### src/rtl/uart_rx_if.sv
// Byte output handshake of the UART receiver.
// The receiver drives data/valid; the consumer drives ready.
interface uart_rx_if;
  logic [7:0] data;
  logic       valid;
  logic       ready;

  modport master (
    output data,
    output valid,
    input  ready
  );

  modport slave (
    input  data,
    input  valid,
    output ready
  );
endinterface

### src/rtl/uart_rx.sv
// Bit-serial UART receiver: start, 8 data bits MSB first, stop.
// Bytes land in a one-entry valid/ready buffer; errors pulse.
module uart_rx #(
  parameter int CLKS_PER_BIT = 1
) (
  input  logic      CLK,
  input  logic      RESETN,
  input  logic      rx,
  uart_rx_if.master bus,
  output logic      frame_err,
  output logic      overrun
);

  localparam int H  = (CLKS_PER_BIT - 1) / 2;
  localparam int CW =
    (CLKS_PER_BIT > 1) ? $clog2(CLKS_PER_BIT) : 1;
  localparam logic [CW-1:0] LAST  = CW'(CLKS_PER_BIT - 1);
  localparam logic [CW-1:0] HLAST = CW'((H > 0) ? H - 1 : 0);

  typedef enum logic [2:0] {
    IDLE,
    START,
    DATA,
    STOP,
    WAIT_HIGH
  } state_e;

  state_e        state_q, state_d;
  logic [CW-1:0] cnt_q, cnt_d;
  logic [2:0]    idx_q, idx_d;
  logic [7:0]    shift_q, shift_d;
  logic [7:0]    data_q, data_d;
  logic          valid_q, valid_d;
  logic          ferr_q, ferr_d;
  logic          ovr_q, ovr_d;
  logic          done;

  always_ff @(posedge CLK or negedge RESETN) begin
    if (!RESETN) begin
      state_q <= IDLE;
      cnt_q   <= '0;
      idx_q   <= '0;
      shift_q <= '0;
      data_q  <= '0;
      valid_q <= 1'b0;
      ferr_q  <= 1'b0;
      ovr_q   <= 1'b0;
    end else begin
      state_q <= state_d;
      cnt_q   <= cnt_d;
      idx_q   <= idx_d;
      shift_q <= shift_d;
      data_q  <= data_d;
      valid_q <= valid_d;
      ferr_q  <= ferr_d;
      ovr_q   <= ovr_d;
    end
  end

  always_comb begin
    state_d = state_q;
    cnt_d   = cnt_q;
    idx_d   = idx_q;
    shift_d = shift_q;
    data_d  = data_q;
    valid_d = valid_q;
    ferr_d  = 1'b0;
    ovr_d   = 1'b0;
    done    = 1'b0;

    unique case (state_q)
      IDLE: begin
        if (!rx) begin
          cnt_d = '0;
          // With H=0 the start sample is this very edge.
          if (H == 0) begin
            state_d = DATA;
            idx_d   = 3'd7;
          end else begin
            state_d = START;
          end
        end
      end
      START: begin
        if (cnt_q == HLAST) begin
          cnt_d = '0;
          if (rx) begin
            state_d = IDLE;
          end else begin
            state_d = DATA;
            idx_d   = 3'd7;
          end
        end else begin
          cnt_d = cnt_q + 1'b1;
        end
      end
      DATA: begin
        if (cnt_q == LAST) begin
          cnt_d          = '0;
          shift_d[idx_q] = rx;
          if (idx_q == 3'd0) begin
            state_d = STOP;
          end else begin
            idx_d = idx_q - 3'd1;
          end
        end else begin
          cnt_d = cnt_q + 1'b1;
        end
      end
      STOP: begin
        if (cnt_q == LAST) begin
          cnt_d = '0;
          if (rx) begin
            done    = 1'b1;
            state_d = IDLE;
          end else begin
            ferr_d  = 1'b1;
            state_d = WAIT_HIGH;
          end
        end else begin
          cnt_d = cnt_q + 1'b1;
        end
      end
      WAIT_HIGH: begin
        if (rx) begin
          state_d = IDLE;
        end
      end
      default: begin
        state_d = IDLE;
      end
    endcase

    // A byte arriving while the consumer drains still fits.
    if (done) begin
      if (!valid_q || bus.ready) begin
        data_d  = shift_q;
        valid_d = 1'b1;
      end else begin
        ovr_d = 1'b1;
      end
    end else if (valid_q && bus.ready) begin
      valid_d = 1'b0;
    end
  end

  assign bus.data  = data_q;
  assign bus.valid = valid_q;
  assign frame_err = ferr_q;
  assign overrun   = ovr_q;

endmodule

### src/flat_wrapper.sv
// flat-port wrapper written by rule: the top's interface ports become plain ports
module uart_rx_flat 
#(
  parameter int CLKS_PER_BIT = 1
)
  (CLK, RESETN, rx, frame_err, overrun, bus_data, bus_valid, bus_ready);
  uart_rx_if bus_i ();
  input  logic CLK;
  input  logic RESETN;
  input  logic rx;
  output logic frame_err;
  output logic overrun;
  output wire logic [$bits(bus_i.data)-1:0] bus_data;
  output wire logic [$bits(bus_i.valid)-1:0] bus_valid;
  input wire logic [$bits(bus_i.ready)-1:0] bus_ready;
  assign bus_data = bus_i.data;
  assign bus_valid = bus_i.valid;
  assign bus_i.ready = bus_ready;
  uart_rx #(.CLKS_PER_BIT(CLKS_PER_BIT)) u_core (.CLK(CLK), .RESETN(RESETN), .rx(rx), .bus(bus_i), .frame_err(frame_err), .overrun(overrun));
endmodule
### config.mk
export PLATFORM = sky130hd
export DESIGN_NAME = uart_rx_flat
export DESIGN_NICKNAME = d
export VERILOG_FILES = /design/src/rtl/uart_rx_if.sv /design/src/rtl/uart_rx.sv /design/src/flat_wrapper.sv
export SDC_FILE = /design/constraint.sdc
export NUM_CORES = 1
export LEC_CHECK = 0
export CELL_PAD_IN_SITES_DETAIL_PLACEMENT = 0
export CELL_PAD_IN_SITES_GLOBAL_PLACEMENT = 1
export CORE_ASPECT_RATIO = 0.9
export CORE_UTILIZATION = 43
export DETAILED_ROUTE_END_ITERATION = 6
export PLACE_DENSITY_LB_ADDON = 0.1
export SYNTH_ARGS = -nofsm -noshare
export SYNTH_HDL_FRONTEND = slang
export SYNTH_SLANG_ARGS = --single-unit
### constraint.sdc
create_clock -name CLK -period 1.45 [get_ports CLK]
set_input_delay 0.3625 -clock CLK [delete_from_list [all_inputs] [get_ports CLK]]
set_output_delay 0.3625 -clock CLK [all_outputs]
set_load 0.02 [all_outputs]
==> results of run 1 <==
[registers in the layout, indices dropped and copies added (netlist names)]
| signal | flops |
|---|---|
| u_core.idx_q | 3 |
| u_core.bus.data | 8 |
| u_core.bus.valid | 1 |
| u_core.shift_q | 8 |
| u_core.overrun | 1 |
| u_core.frame_err | 1 |
| u_core.state_q | 3 |
[worst max path at each step]
stage | start | to | slack [ns] | cells after the start
final | u_core.state_q[0] | u_core.shift_q[0] | 0.009 | 3
after global routing | u_core.state_q[2] | u_core.shift_q[0] | -0.04 | 3
after CTS | u_core.bus.data[5] | bus_data[5] | 0.007 | 1
after detailed placement | rx | u_core.bus.data[5] | -0.30 | 5
after global placement | rx | u_core.bus.data[4] | -0.28 | 5
after floorplan | u_core.state_q[2] | u_core.shift_q[6] | 0.15 | 4
[final cells by class]
cell class / instances / area [µm²] / area share, %
Sequential cell: 25 / 629 / 44.1
Clock inverter: 1 / 7.51 / 0.526
Clock buffer: 3 / 22.5 / 1.58
Inverter: 2 / 7.51 / 0.526
Multi-Input combinational cell: 58 / 534 / 37.5
Timing Repair Buffer: 22 / 190 / 13.3
Tap cell: 28 / 35.0 / 2.46
[cell families after synthesis]
family	Yosys count	share of synthesized area, %
muxes	17	19.2
and+or+nand+nor	33	18.1
DFF	25	52.9
AOI/OAI and AO/OA	6	3.81
adders and majority gates	2	2.11
buffers and inverters	7	3.91
[Yosys cell counts (all sizes together)]
master	instances
a21oi	2
dfrtp	25
nor2	7
a22o	1
clkbuf	1
o211a	1
nor2b	5
nand2b	2
nand3	2
and4bb	1
inv	2
nor3	1
nor4b	1
and2b	1
buf	4
nand3b	2
mux2i	1
nand4b	2
o2bb2ai	1
mux2	16
nor3b	1
a211oi	1
ha	2
nand2	8
[power groups by stage]
stage	clock network, mW	logic [mW]	registers, mW
finish	0.323	1.36	1.29
global route	0.372	1.49	1.34
CTS	0.336	1.35	1.27
detailed placement	0	1.43	1.28
global placement	0	1.40	1.27
floorplan	0	0.916	1.33
[worst max-delay path, delay by kind of cell, from the launching register on]
family        cells  cell delay, ns
simple gates      2            0.52
flops             1            0.50
mux               1            0.32
[timing repair]
action,4_1_cts,5_1_grt
resized for setup,13,18
endpoints found under the setup margin,19,20
pin swaps,0,2
[through the flow]
stage               utilization (%)  worst slack (ns)  instances  hold WS (ns)  setup TNS [ns]
floorplan                         -             0.145         90        0.0669               0
global placement               55.0            -0.284        135         0.477           -2.36
detailed placement             55.0            -0.299        135         0.486           -2.45
CTS                            55.8           0.00658        139         0.391               0
global route                   56.4           -0.0421        139         0.380         -0.0799
finish                         56.4           0.00924        139         0.382               0
[layer usage]
metal | wire, µm | share of wire, % | GRT usage (%)
met1 | 961 | 49 | 21.2
met2 | 898 | 45 | 24.3
met3 | 109 | 5.5 | 5.22
met4 | 12 | 0.61 | 4.88
met5 | 0 | 0 | 0
==> report_table.html, run 1 <==
<table>
<tr><th>Metric</th><th>Value</th></tr>
<tr><th colspan="2">Finish</th></tr>
<tr><td>ANT cells</td><td>0</td></tr>
<tr><td>Signed area change from the synthesized netlist to the final layout</td><td>20.5%</td></tr>
<tr><td>Fill cell instance count of the final layout</td><td>221</td></tr>
<tr><td>Leading cell type in the layout, fill and taps excluded</td><td>sky130_fd_sc_hd__dfrtp_1</td></tr>
<tr><td>Most used cells in the layout excluding fill and tap cells</td><td>sky130_fd_sc_hd__dfrtp_1 (22), sky130_fd_sc_hd__mux2_4 (11), sky130_fd_sc_hd__nand2_1 (8), sky130_fd_sc_hd__nor2_1 (7), sky130_fd_sc_hd__buf_4 (7)</td></tr>
<tr><td>Number of nets in the finished design</td><td>118</td></tr>
<tr><td>Fin area</td><td>0.00143 mm²</td></tr>
<tr><td>Fraction of layout cells with a size suffix above 1</td><td>32.4%</td></tr>
<tr><th colspan="2">Power and ir drop</th></tr>
<tr><td>Portion of total power attributed to the clock network</td><td>10.9%</td></tr>
<tr><td>Leakage dissipation</td><td>0.684 nW</td></tr>
<tr><td>Fraction of power consumed by combinational cells</td><td>45.8%</td></tr>
<tr><td>Sw frac</td><td>36.4%</td></tr>
<tr><td>Total power draw</td><td>2.97 mW</td></tr>
<tr><td>Power density over cell area</td><td>2080 mW/mm²</td></tr>
<tr><td>Net switching power</td><td>1.08 mW</td></tr>
<tr><td>Internal power</td><td>1.89 mW</td></tr>
<tr><td>Portion of total power attributed to sequential cells</td><td>43.3%</td></tr>
<tr><td>Largest vdd supply drop</td><td>0.000891 V</td></tr>
<tr><th colspan="2">Synthesis</th></tr>
<tr><td>Yosys warns</td><td>0</td></tr>
<tr><td>Yosys reg bits</td><td>25</td></tr>
<tr><td>Post-synthesis sequential area ratio</td><td>52.9%</td></tr>
<tr><td>Top post-synthesis cells by area</td><td>sky130_fd_sc_hd__dfrtp_1 (53%), sky130_fd_sc_hd__mux2_4 (13%), sky130_fd_sc_hd__mux2_1 (5.7%), sky130_fd_sc_hd__nand2_1 (2.5%), sky130_fd_sc_hd__nor2_1 (2.2%)</td></tr>
<tr><td>Number of instances in the synthesized netlist</td><td>90</td></tr>
<tr><td>Distinct cells, synth</td><td>29</td></tr>
<tr><td>Proportion of netlist area held by the largest area contributor</td><td>52.9%</td></tr>
<tr><td>Post-synthesis instance area</td><td>0.00118 mm²</td></tr>
<tr><td>Synth Net Count</td><td>96</td></tr>
<tr><td>Average cell area after synthesis</td><td>13.2 µm²</td></tr>
<tr><td>Cell taking the most area after synthesis</td><td>sky130_fd_sc_hd__dfrtp_1</td></tr>
<tr><th colspan="2">Clock tree</th></tr>
<tr><td>Clock input transition at the sequential cells of the worst setup and hold paths</td><td>0.14 ns</td></tr>
<tr><td>CTS tree</td><td>yes</td></tr>
<tr><td>Post CTS Setup Buffer Count</td><td>0</td></tr>
<tr><td>CTS HTree Levels</td><td>1</td></tr>
<tr><td>Max Root-Sink Buffers</td><td>2</td></tr>
<tr><td>Latest clock arrival within the worst-skew pair</td><td>0.32 ns</td></tr>
<tr><td>Hold buffers post-CTS</td><td>0</td></tr>
<tr><td>CTS sink cnt</td><td>25</td></tr>
<tr><td>Inserted Clock Buffers</td><td>3</td></tr>
<tr><td>Root cell of the clock tree</td><td>sky130_fd_sc_hd__clkbuf_4</td></tr>
<tr><th colspan="2">Drt</th></tr>
<tr><td>DRC violation total after the first TritonRoute iteration</td><td>21</td></tr>
<tr><td>Post-detailed-route DRC marker count</td><td>4</td></tr>
<tr><td>Via density</td><td>5.34</td></tr>
<tr><td>Number of nets with antenna violations after detailed routing</td><td>0</td></tr>
<tr><td>Total Routed Length</td><td>1.98 mm</td></tr>
<tr><td>TritonRoute pass-1 iters</td><td>6</td></tr>
<tr><td>Number of vias after detailed routing</td><td>742</td></tr>
<tr><td>Drt wl/cell</td><td>14.3 µm</td></tr>
<tr><th colspan="2">Worst setup path</th></tr>
<tr><td>Arrival time at the worst endpoint</td><td>1.66 ns</td></tr>
<tr><td>Capturing element type of the critical path</td><td>register</td></tr>
<tr><td>Max incr delay on CP</td><td>0.50 ns</td></tr>
<tr><td>Element type at the critical path start</td><td>register</td></tr>
<tr><td>Critical register-to-register path startpoint</td><td>u_core.state_q[0]</td></tr>
<tr><td>Type of the worst setup path</td><td>register to register</td></tr>
<tr><td>Register-to-Register Setup Slack</td><td>0.009 ns</td></tr>
<tr><td>CP max stage cell</td><td>sky130_fd_sc_hd__dfrtp_2</td></tr>
<tr><td>Critical Path, Cell by Cell</td><td>nor4b_4 &gt; nand2_1 &gt; mux2_4</td></tr>
<tr><td>Logic depth of the worst register-to-register path</td><td>3</td></tr>
<tr><td>FF-to-FF End</td><td>u_core.shift_q[0]</td></tr>
<tr><td>Crit path required time</td><td>1.67 ns</td></tr>
<tr><td>Largest fanout on the critical path</td><td>7</td></tr>
<tr><th colspan="2">GRT</th></tr>
<tr><td>Via count of the first global-routing pass</td><td>755</td></tr>
<tr><td>Total grt overflow</td><td>0</td></tr>
<tr><td>Initial antenna violation count</td><td>0</td></tr>
<tr><td>Total routing usage reported by global routing</td><td>15.8%</td></tr>
<tr><td>Global-route wire length before repair</td><td>3.46 mm</td></tr>
<tr><td>Pin count of the biggest net entering global routing</td><td>26</td></tr>
<tr><th colspan="2">Outcome</th></tr>
<tr><td>Violated checks</td><td>DRC</td></tr>
<tr><td>Run status</td><td>complete, but fails checks</td></tr>
<tr><th colspan="2">STA</th></tr>
<tr><td>Setup violations, final</td><td>0</td></tr>
<tr><td>Final min period</td><td>1.44 ns</td></tr>
<tr><td>Fin Clk Skew</td><td>0.00460 ns</td></tr>
<tr><td>Tcrit/Tclk final</td><td>99.4%</td></tr>
<tr><td>FMAX</td><td>694 MHz</td></tr>
<tr><td>Relative slew slack</td><td>77.5%</td></tr>
<tr><td>Transition time at the pin with the least slew margin</td><td>0.337 ns</td></tr>
<tr><td>RSZ-0062 raised after global routing</td><td>yes</td></tr>
<tr><td>Hold Vio Cnt, Final</td><td>0</td></tr>
<tr><td>Pins Over Slew Limit</td><td>0</td></tr>
<tr><th colspan="2">Hold path</th></tr>
<tr><td>Class of the most critical hold timing path</td><td>input port to async pin</td></tr>
<tr><th colspan="2">Floorplanning</th></tr>
<tr><td>Core box area</td><td>0.00253 mm²</td></tr>
<tr><td>Die Footprint</td><td>0.00297 mm²</td></tr>
<tr><td>Width of the die</td><td>57.3 µm</td></tr>
<tr><td>Starting utilization of the core area</td><td>46.8%</td></tr>
<tr><td>I/O Pins</td><td>15</td></tr>
<tr><td>Row Count</td><td>17</td></tr>
<tr><td>Vertical extent of the die</td><td>51.8 µm</td></tr>
<tr><th colspan="2">Flow run</th></tr>
<tr><td>Number of max-cap violations</td><td>0</td></tr>
<tr><th colspan="2">Placement</th></tr>
<tr><td>Number of buffers inserted by port buffering</td><td>14</td></tr>
<tr><td>Weighted congestion reported at the end of routability-driven placement</td><td>0.706</td></tr>
<tr><td>Detailed placement HPWL</td><td>1.37 mm</td></tr>
<tr><td>Cell area after placement</td><td>0.00139 mm²</td></tr>
</table>
Note: power is estimated with default switching activity, not from simulation.
==> inputs of run 2 (changes only) <==
CORE_ASPECT_RATIO = not set   (was 0.9)
==> report_table.html, run 2 (same netlist as run 1, synthesis figures left out) <==
<table>
<tr><th>Metric</th><th>Value</th></tr>
<tr><th colspan="2">Outcome</th></tr>
<tr><td>Run status</td><td>completed</td></tr>
<tr><th colspan="2">Worst setup path</th></tr>
<tr><td>Crit path required time</td><td>1.09 ns (-0.58 ns)</td></tr>
<tr><td>Element type at the critical path start</td><td>register</td></tr>
<tr><td>FF-to-FF End</td><td>u_core.bus.data[3]</td></tr>
<tr><td>Destination of the critical timing path</td><td>bus_data[4]</td></tr>
<tr><td>Critical register-to-register path startpoint</td><td>u_core.state_q[2]</td></tr>
<tr><td>CP top delay family</td><td>flip-flops</td></tr>
<tr><td>Type of the worst setup path</td><td>register to output pin</td></tr>
<tr><td>Max incr delay on CP</td><td>0.41 ns (-0.09 ns)</td></tr>
<tr><td>Buffers and inverters on the worst path</td><td>1 (+1)</td></tr>
<tr><td>CP max stage cell</td><td>sky130_fd_sc_hd__dfrtp_1</td></tr>
<tr><td>Launching instance or port of the critical path</td><td>u_core.bus.data[4]</td></tr>
<tr><td>Critical path depth in cells</td><td>1 (-2)</td></tr>
<tr><td>Arrival time at the worst endpoint</td><td>1.04 ns (-0.62 ns)</td></tr>
<tr><td>Largest fanout on the critical path</td><td>2 (-5)</td></tr>
<tr><td>Critical Path, Cell by Cell</td><td>dlygate4sd2_1</td></tr>
<tr><td>Capturing element type of the critical path</td><td>output pin</td></tr>
<tr><td>Logic depth of the worst register-to-register path</td><td>4 (+1)</td></tr>
<tr><td>Register-to-Register Setup Slack</td><td>0.05 ns (+0.04 ns)</td></tr>
<tr><th colspan="2">Power and ir drop</th></tr>
<tr><td>Internal power</td><td>1.88 mW (-0.40%)</td></tr>
<tr><td>Fraction of power consumed by combinational cells</td><td>46.0% (+0.2 points)</td></tr>
<tr><td>Largest vdd supply drop</td><td>0.00111 V (+24%)</td></tr>
<tr><td>Total power draw</td><td>2.92 mW (-1.8%)</td></tr>
<tr><td>Leakage dissipation</td><td>0.660 nW (-3.5%)</td></tr>
<tr><td>Portion of total power attributed to sequential cells</td><td>43.2% (about the same)</td></tr>
<tr><td>Net switching power</td><td>1.03 mW (-4.3%)</td></tr>
<tr><td>Portion of total power attributed to the clock network</td><td>10.8% (about the same)</td></tr>
<tr><td>Sw frac</td><td>35.5% (-0.91 points)</td></tr>
<tr><td>Power density over cell area</td><td>2070 mW/mm² (-0.67%)</td></tr>
<tr><th colspan="2">STA</th></tr>
<tr><td>Tcrit/Tclk final</td><td>96.9% (-2.5 points)</td></tr>
<tr><td>Relative slew slack</td><td>78.7% (+1.3 points)</td></tr>
<tr><td>Pins Over Slew Limit</td><td>0 (unchanged)</td></tr>
<tr><td>Final setup slack of the worst path</td><td>0.0452 ns (+0.0360 ns)</td></tr>
<tr><td>RSZ-0062 raised after global routing</td><td>no</td></tr>
<tr><td>Fin Clk Skew</td><td>0.00169 ns (-0.00290 ns)</td></tr>
<tr><td>FMAX</td><td>712 MHz (+2.6%)</td></tr>
<tr><td>Final min period</td><td>1.40 ns (-0.0360 ns)</td></tr>
<tr><td>Setup violations, final</td><td>0 (unchanged)</td></tr>
<tr><td>Transition time at the pin with the least slew margin</td><td>0.319 ns (-0.0181 ns)</td></tr>
<tr><td>Hold Vio Cnt, Final</td><td>0 (unchanged)</td></tr>
<tr><th colspan="2">Clock tree</th></tr>
<tr><td>CTS sink cnt</td><td>25 (unchanged)</td></tr>
<tr><td>CTS tree</td><td>yes</td></tr>
<tr><td>Root cell of the clock tree</td><td>sky130_fd_sc_hd__clkbuf_4</td></tr>
<tr><td>Clock input transition at the sequential cells of the worst setup and hold paths</td><td>0.14 ns (about the same)</td></tr>
<tr><td>CTS HTree Levels</td><td>1 (unchanged)</td></tr>
<tr><td>Latest clock arrival within the worst-skew pair</td><td>0.31 ns (about the same)</td></tr>
<tr><td>Inserted Clock Buffers</td><td>3 (unchanged)</td></tr>
<tr><td>Post CTS Setup Buffer Count</td><td>0 (unchanged)</td></tr>
<tr><td>Max Root-Sink Buffers</td><td>2 (unchanged)</td></tr>
<tr><td>Hold buffers post-CTS</td><td>0 (unchanged)</td></tr>
<tr><th colspan="2">Floorplanning</th></tr>
<tr><td>I/O Pins</td><td>15 (unchanged)</td></tr>
<tr><td>Vertical extent of the die</td><td>54.5 µm (+5.2%)</td></tr>
<tr><td>Die Footprint</td><td>0.00297 mm² (about the same)</td></tr>
<tr><td>Starting utilization of the core area</td><td>46.5% (-0.25 points)</td></tr>
<tr><td>Core box area</td><td>0.00254 mm² (+0.54%)</td></tr>
<tr><td>Width of the die</td><td>54.5 µm (-5.0%)</td></tr>
<tr><td>Row Count</td><td>18 (+1)</td></tr>
<tr><th colspan="2">Finish</th></tr>
<tr><td>Signed area change from the synthesized netlist to the final layout</td><td>19.1%</td></tr>
<tr><td>Most used cells in the layout excluding fill and tap cells</td><td>sky130_fd_sc_hd__dfrtp_1 (23), sky130_fd_sc_hd__mux2_4 (10), sky130_fd_sc_hd__nand2_1 (8), sky130_fd_sc_hd__nor2_1 (7)</td></tr>
<tr><td>Fill cell instance count of the final layout</td><td>224 (+1.4%)</td></tr>
<tr><td>Leading cell type in the layout, fill and taps excluded</td><td>sky130_fd_sc_hd__dfrtp_1</td></tr>
<tr><td>Share of the core filled with cells</td><td>55.4% (-0.94 points)</td></tr>
<tr><td>Sequential cell area</td><td>628 µm² (-0.20%)</td></tr>
<tr><td>ANT cells</td><td>0 (unchanged)</td></tr>
<tr><td>Number of nets in the finished design</td><td>117 (-0.85%)</td></tr>
<tr><td>Area of the multi-input gates</td><td>512 µm² (-4.2%)</td></tr>
<tr><td>Fraction of layout cells with a size suffix above 1</td><td>26.4% (-6.1 points)</td></tr>
<tr><th colspan="2">Drt</th></tr>
<tr><td>Total Routed Length</td><td>1.85 mm (-6.8%)</td></tr>
<tr><td>DRC violation total after the first TritonRoute iteration</td><td>4 (-81%)</td></tr>
<tr><td>Drt wl/cell</td><td>13.2 µm (-7.5%)</td></tr>
<tr><td>Number of nets with antenna violations after detailed routing</td><td>0 (unchanged)</td></tr>
<tr><td>TritonRoute pass-1 iters</td><td>3 (-3)</td></tr>
<tr><td>Number of vias after detailed routing</td><td>684 (-7.8%)</td></tr>
<tr><td>Post-detailed-route DRC marker count</td><td>0 (-4)</td></tr>
<tr><td>Via density</td><td>4.89 (-8.5%)</td></tr>
<tr><th colspan="2">Flow run</th></tr>
<tr><td>Number of max-cap violations</td><td>0 (unchanged)</td></tr>
<tr><th colspan="2">Placement</th></tr>
<tr><td>Detailed placement HPWL</td><td>1.34 mm (-2.2%)</td></tr>
<tr><td>Weighted congestion reported at the end of routability-driven placement</td><td>0.742 (+5.0%)</td></tr>
<tr><td>Minimum setup slack after placement</td><td>-0.311 ns (-0.0123 ns)</td></tr>
<tr><td>Number of buffers inserted by port buffering</td><td>14 (unchanged)</td></tr>
<tr><th colspan="2">GRT</th></tr>
<tr><td>Total routing usage reported by global routing</td><td>15.1% (-0.73 points)</td></tr>
<tr><td>Initial antenna violation count</td><td>0 (unchanged)</td></tr>
<tr><td>Pin count of the biggest net entering global routing</td><td>26 (unchanged)</td></tr>
<tr><td>Global-route wire length before repair</td><td>3.13 mm (-9.6%)</td></tr>
<tr><td>Total grt overflow</td><td>0 (unchanged)</td></tr>
<tr><td>Via count of the first global-routing pass</td><td>677 (-10%)</td></tr>
<tr><th colspan="2">Hold path</th></tr>
<tr><td>Class of the most critical hold timing path</td><td>input port to async pin</td></tr>
</table>
[run 2: area by class of cell]
class                      instances  area share, %
sequential                        25           44.5
inverter                           2          0.532
clock inverter                     1          0.532
multi-input combinational         58           36.3
tap                               30           2.66
timing repair buffer              21           13.8
clock buffer                       3           1.60
[run 2: through the flow]
stage          area (µm²)  std cells  setup TNS, ns  hold slack (ns)
6_report             1410        140              0            0.396
4_1_cts              1400        140              0            0.399
5_1_grt              1410        140              0            0.418
3_5_place_dp         1390        136          -2.64            0.489
2_1_floorplan        1180         90              0           0.0669
3_3_place_gp         1390        136          -2.31            0.483
[run 2: per-layer routing]
layer / GRT usage, % / vias up / wire [µm]
met5: 0 / - / 0
met4: 3.85 / 0 / 15
met3: 4.17 / 2 / 67
met2: 24.4 / 12 / 842
met1: 19.7 / 322 / 921
li1: - / 348 / -
[run 2: worst min path at each step]
stage / cells after the start / end / slack, ns / from
after floorplan: 0 / u_core.bus.data[0] / 0.07 / RESETN
after detailed placement: 1 / u_core.shift_q[0] / 0.49 / u_core.shift_q[0]
after global placement: 1 / u_core.shift_q[5] / 0.48 / u_core.shift_q[5]
after global routing: 2 / u_core.bus.valid / 0.42 / RESETN
final: 2 / u_core.overrun / 0.40 / RESETN
after CTS: 2 / u_core.bus.data[0] / 0.40 / RESETN
[run 2: power by group through the flow]
stage	Clock, mW	Combinational, mW	Sequential (mW)
after global placement	0	1.40	1.27
after floorplan	0	0.916	1.33
final	0.315	1.34	1.26
after detailed placement	0	1.43	1.28
after global routing	0.352	1.48	1.31
after CTS	0.333	1.35	1.26
[run 2: worst reg2reg max path, delay by kind of cell (launching register included)]
family,cells,cell delay (ns)
flip-flops,1,0.46
buffers and inverters,1,0.15
AND/OR/NAND/NOR,2,0.39
multiplexers,1,0.29
[run 2: repair_timing]
action,CTS,global route
gates resized for setup,11,10
setup endpoints to repair,11,12
pin swaps,0,0
==> inputs of run 3 (changes only) <==
SKIP_LAST_GASP = 1   (was not set)
==> report_table.html, run 3 (same netlist as run 1, synthesis figures left out) <==
<table>
<tr><th>Metric</th><th>Value</th></tr>
<tr><th colspan="2">Floorplanning</th></tr>
<tr><td>Width of the die</td><td>54.5 µm (unchanged)</td></tr>
<tr><td>Vertical extent of the die</td><td>54.5 µm (unchanged)</td></tr>
<tr><td>I/O Pins</td><td>15 (unchanged)</td></tr>
<tr><td>Starting utilization of the core area</td><td>46.5% (unchanged)</td></tr>
<tr><td>Row Count</td><td>18 (unchanged)</td></tr>
<tr><td>Die Footprint</td><td>0.00297 mm² (unchanged)</td></tr>
<tr><td>Core box area</td><td>0.00254 mm² (unchanged)</td></tr>
<tr><th colspan="2">Clock tree</th></tr>
<tr><td>Hold buffers post-CTS</td><td>0 (unchanged)</td></tr>
<tr><td>Latest clock arrival within the worst-skew pair</td><td>0.31 ns (about the same)</td></tr>
<tr><td>CTS sink cnt</td><td>25 (unchanged)</td></tr>
<tr><td>Max Root-Sink Buffers</td><td>2 (unchanged)</td></tr>
<tr><td>Root cell of the clock tree</td><td>sky130_fd_sc_hd__clkbuf_4</td></tr>
<tr><td>CTS tree</td><td>yes</td></tr>
<tr><td>Inserted Clock Buffers</td><td>3 (unchanged)</td></tr>
<tr><td>Clock input transition at the sequential cells of the worst setup and hold paths</td><td>0.14 ns (about the same)</td></tr>
<tr><td>CTS HTree Levels</td><td>1 (unchanged)</td></tr>
<tr><th colspan="2">Worst setup path</th></tr>
<tr><td>CP max stage cell</td><td>sky130_fd_sc_hd__dfrtp_1</td></tr>
<tr><td>Critical Path, Cell by Cell</td><td>dlygate4sd2_1</td></tr>
<tr><td>Element type at the critical path start</td><td>register</td></tr>
<tr><td>Crit path required time</td><td>1.09 ns (about the same)</td></tr>
<tr><td>Buffers and inverters on the worst path</td><td>1 (unchanged)</td></tr>
<tr><td>Type of the worst setup path</td><td>register to output pin</td></tr>
<tr><td>CP top delay family</td><td>flip-flops</td></tr>
<tr><td>Capturing element type of the critical path</td><td>output pin</td></tr>
<tr><td>Max incr delay on CP</td><td>0.41 ns (about the same)</td></tr>
<tr><td>Arrival time at the worst endpoint</td><td>1.04 ns (about the same)</td></tr>
<tr><td>Largest fanout on the critical path</td><td>2 (unchanged)</td></tr>
<tr><th colspan="2">Placement</th></tr>
<tr><td>Minimum setup slack after placement</td><td>-0.311 ns (unchanged)</td></tr>
<tr><td>Number of buffers inserted by port buffering</td><td>14 (unchanged)</td></tr>
<tr><td>Weighted congestion reported at the end of routability-driven placement</td><td>0.742 (unchanged)</td></tr>
<tr><td>Detailed placement HPWL</td><td>1.34 mm (unchanged)</td></tr>
<tr><th colspan="2">GRT</th></tr>
<tr><td>Total routing usage reported by global routing</td><td>15.1% (unchanged)</td></tr>
<tr><td>Via count of the first global-routing pass</td><td>677 (unchanged)</td></tr>
<tr><td>Initial antenna violation count</td><td>0 (unchanged)</td></tr>
<tr><td>Total grt overflow</td><td>0 (unchanged)</td></tr>
<tr><td>Pin count of the biggest net entering global routing</td><td>26 (unchanged)</td></tr>
<tr><td>Global-route wire length before repair</td><td>3.13 mm (unchanged)</td></tr>
<tr><th colspan="2">Finish</th></tr>
<tr><td>Sequential cell area</td><td>628 µm² (unchanged)</td></tr>
<tr><td>Number of nets in the finished design</td><td>117 (unchanged)</td></tr>
<tr><td>Signed area change from the synthesized netlist to the final layout</td><td>19.6%</td></tr>
<tr><td>Fill cell instance count of the final layout</td><td>223 (-0.45%)</td></tr>
<tr><td>ANT cells</td><td>0 (unchanged)</td></tr>
<tr><td>Area of the multi-input gates</td><td>512 µm² (unchanged)</td></tr>
<tr><td>Leading cell type in the layout, fill and taps excluded</td><td>sky130_fd_sc_hd__dfrtp_1</td></tr>
<tr><td>Most used cells in the layout excluding fill and tap cells</td><td>sky130_fd_sc_hd__dfrtp_1 (23), sky130_fd_sc_hd__mux2_4 (10), sky130_fd_sc_hd__nand2_1 (8), sky130_fd_sc_hd__nor2_1 (7), sky130_fd_sc_hd__clkdlybuf4s15_1 (7)</td></tr>
<tr><td>Fraction of layout cells with a size suffix above 1</td><td>25.5% (-0.91 points)</td></tr>
<tr><th colspan="2">Drt</th></tr>
<tr><td>Number of vias after detailed routing</td><td>684 (unchanged)</td></tr>
<tr><td>Routed length on met3</td><td>67 µm (unchanged)</td></tr>
<tr><td>TritonRoute pass-1 iters</td><td>3 (unchanged)</td></tr>
<tr><td>Post-detailed-route DRC marker count</td><td>0 (unchanged)</td></tr>
<tr><td>Total met2 wirelength after detailed routing</td><td>841 µm (-0.12%)</td></tr>
<tr><td>Number of nets with antenna violations after detailed routing</td><td>0 (unchanged)</td></tr>
<tr><td>Top metal layer carrying routed signals</td><td>met4</td></tr>
<tr><td>Total Routed Length</td><td>1.84 mm (-0.11%)</td></tr>
<tr><td>Drt wl/cell</td><td>13.2 µm (-0.11%)</td></tr>
<tr><td>Routed met1 length</td><td>919 µm (-0.22%)</td></tr>
<tr><td>Via density</td><td>4.89 (unchanged)</td></tr>
<tr><td>DRC violation total after the first TritonRoute iteration</td><td>4 (unchanged)</td></tr>
<tr><th colspan="2">Power and ir drop</th></tr>
<tr><td>Largest vdd supply drop</td><td>0.00111 V (about the same)</td></tr>
<tr><td>Power density over cell area</td><td>2060 mW/mm² (-0.14%)</td></tr>
<tr><td>Leakage dissipation</td><td>0.660 nW (about the same)</td></tr>
<tr><td>Total power draw</td><td>2.92 mW (+0.22%)</td></tr>
<tr><th colspan="2">STA</th></tr>
<tr><td>Setup violations, final</td><td>0 (unchanged)</td></tr>
<tr><td>Final min period</td><td>1.40 ns (-0.000139 ns)</td></tr>
<tr><td>Fin Clk Skew</td><td>0.00159 ns (-0.000105 ns)</td></tr>
<tr><td>FMAX</td><td>712 MHz (about the same)</td></tr>
<tr><td>Transition time at the pin with the least slew margin</td><td>0.319 ns (unchanged)</td></tr>
<tr><td>Pins Over Slew Limit</td><td>0 (unchanged)</td></tr>
<tr><td>Relative slew slack</td><td>78.7% (unchanged)</td></tr>
<tr><td>RSZ-0062 raised after global routing</td><td>yes</td></tr>
<tr><td>Final setup slack of the worst path</td><td>0.0454 ns (+0.000139 ns)</td></tr>
<tr><td>Tcrit/Tclk final</td><td>96.9% (about the same)</td></tr>
<tr><td>Hold Vio Cnt, Final</td><td>0 (unchanged)</td></tr>
<tr><th colspan="2">Outcome</th></tr>
<tr><td>Run status</td><td>completed</td></tr>
<tr><th colspan="2">Flow run</th></tr>
<tr><td>Number of max-cap violations</td><td>0 (unchanged)</td></tr>
<tr><th colspan="2">Hold path</th></tr>
<tr><td>Class of the most critical hold timing path</td><td>input port to async pin</td></tr>
</table>
## run 3: changes by cell type in the layout (fill, tap and decap cells not counted), sizes merged
cell,before,now
clkbuf,4,3
clkdlybuf4s15,6,7
## run 3: layout make-up
type | count | share of cell area [%]
well taps | 30 | 2.65
clock inverters | 1 | 0.531
clock buffers | 3 | 1.59
repair buffers | 21 | 14.1
inverters | 2 | 0.531
multi-input cells | 58 | 36.2
flip-flops and latches | 25 | 44.4
## run 3: what timing repair did
item,4_1_cts,5_1_grt
setup buffers,0,0
resized for setup,11,9
setup endpoints to repair,11,12
## run 3: worst paths after layout
path / from / to / slack [ns] / cells past startpoint
max: u_core.bus.data[4] / bus_data[4] / 0.05 / 1
min: RESETN / u_core.overrun / 0.40 / 2
max reg2reg: u_core.state_q[2] / u_core.bus.data[3] / 0.05 / 4
min reg2reg: u_core.shift_q[5] / u_core.shift_q[5] / 0.52 / 1
max in group asynchronous: RESETN / u_core.idx_q[0] / 0.80 / 2
min in group CLK: u_core.shift_q[5] / u_core.shift_q[5] / 0.52 / 1
## run 3: power breakdown
| part | switching [mW] | leakage (nW) | internal, mW |
|---|---|---|---|
| logic | 0.573 | 0.344 | 0.775 |
| clock network | 0.210 | 0.0139 | 0.105 |
| registers | 0.251 | 0.302 | 1.01 |
## run 3: worst register-to-register path, stage by stage (launching register included)
cell	delay [ns]
sky130_fd_sc_hd__dfrtp_2	0.46
sky130_fd_sc_hd__nand4b_2	0.22
sky130_fd_sc_hd__nor2b_2	0.17
sky130_fd_sc_hd__buf_12	0.15
sky130_fd_sc_hd__mux2_4	0.29
## run 3: per-stage QoR
stage / instances / utilization (%) / hold WS, ns / setup TNS, ns / cell area (µm²)
finish: 140 / 55.6 / 0.396 / 0 / 1420
global route: 140 / 55.6 / 0.418 / -0.0000971 / 1420
CTS: 140 / 55.2 / 0.399 / 0 / 1400
detailed placement: 136 / 54.5 / 0.489 / -2.64 / 1390
global placement: 136 / 54.5 / 0.483 / -2.31 / 1390
floorplan: 90 / - / 0.0669 / 0 / 1180
## run 3: per-layer routing
| layer | track usage (%) | vias to the layer above |
|---|---|---|
| met2 | 24.4 | 12 |
| li1 | - | 348 |
| met4 | 3.85 | 0 |
| met5 | 0 | - |
| met3 | 4.17 | 2 |
| met1 | 19.7 | 322 |
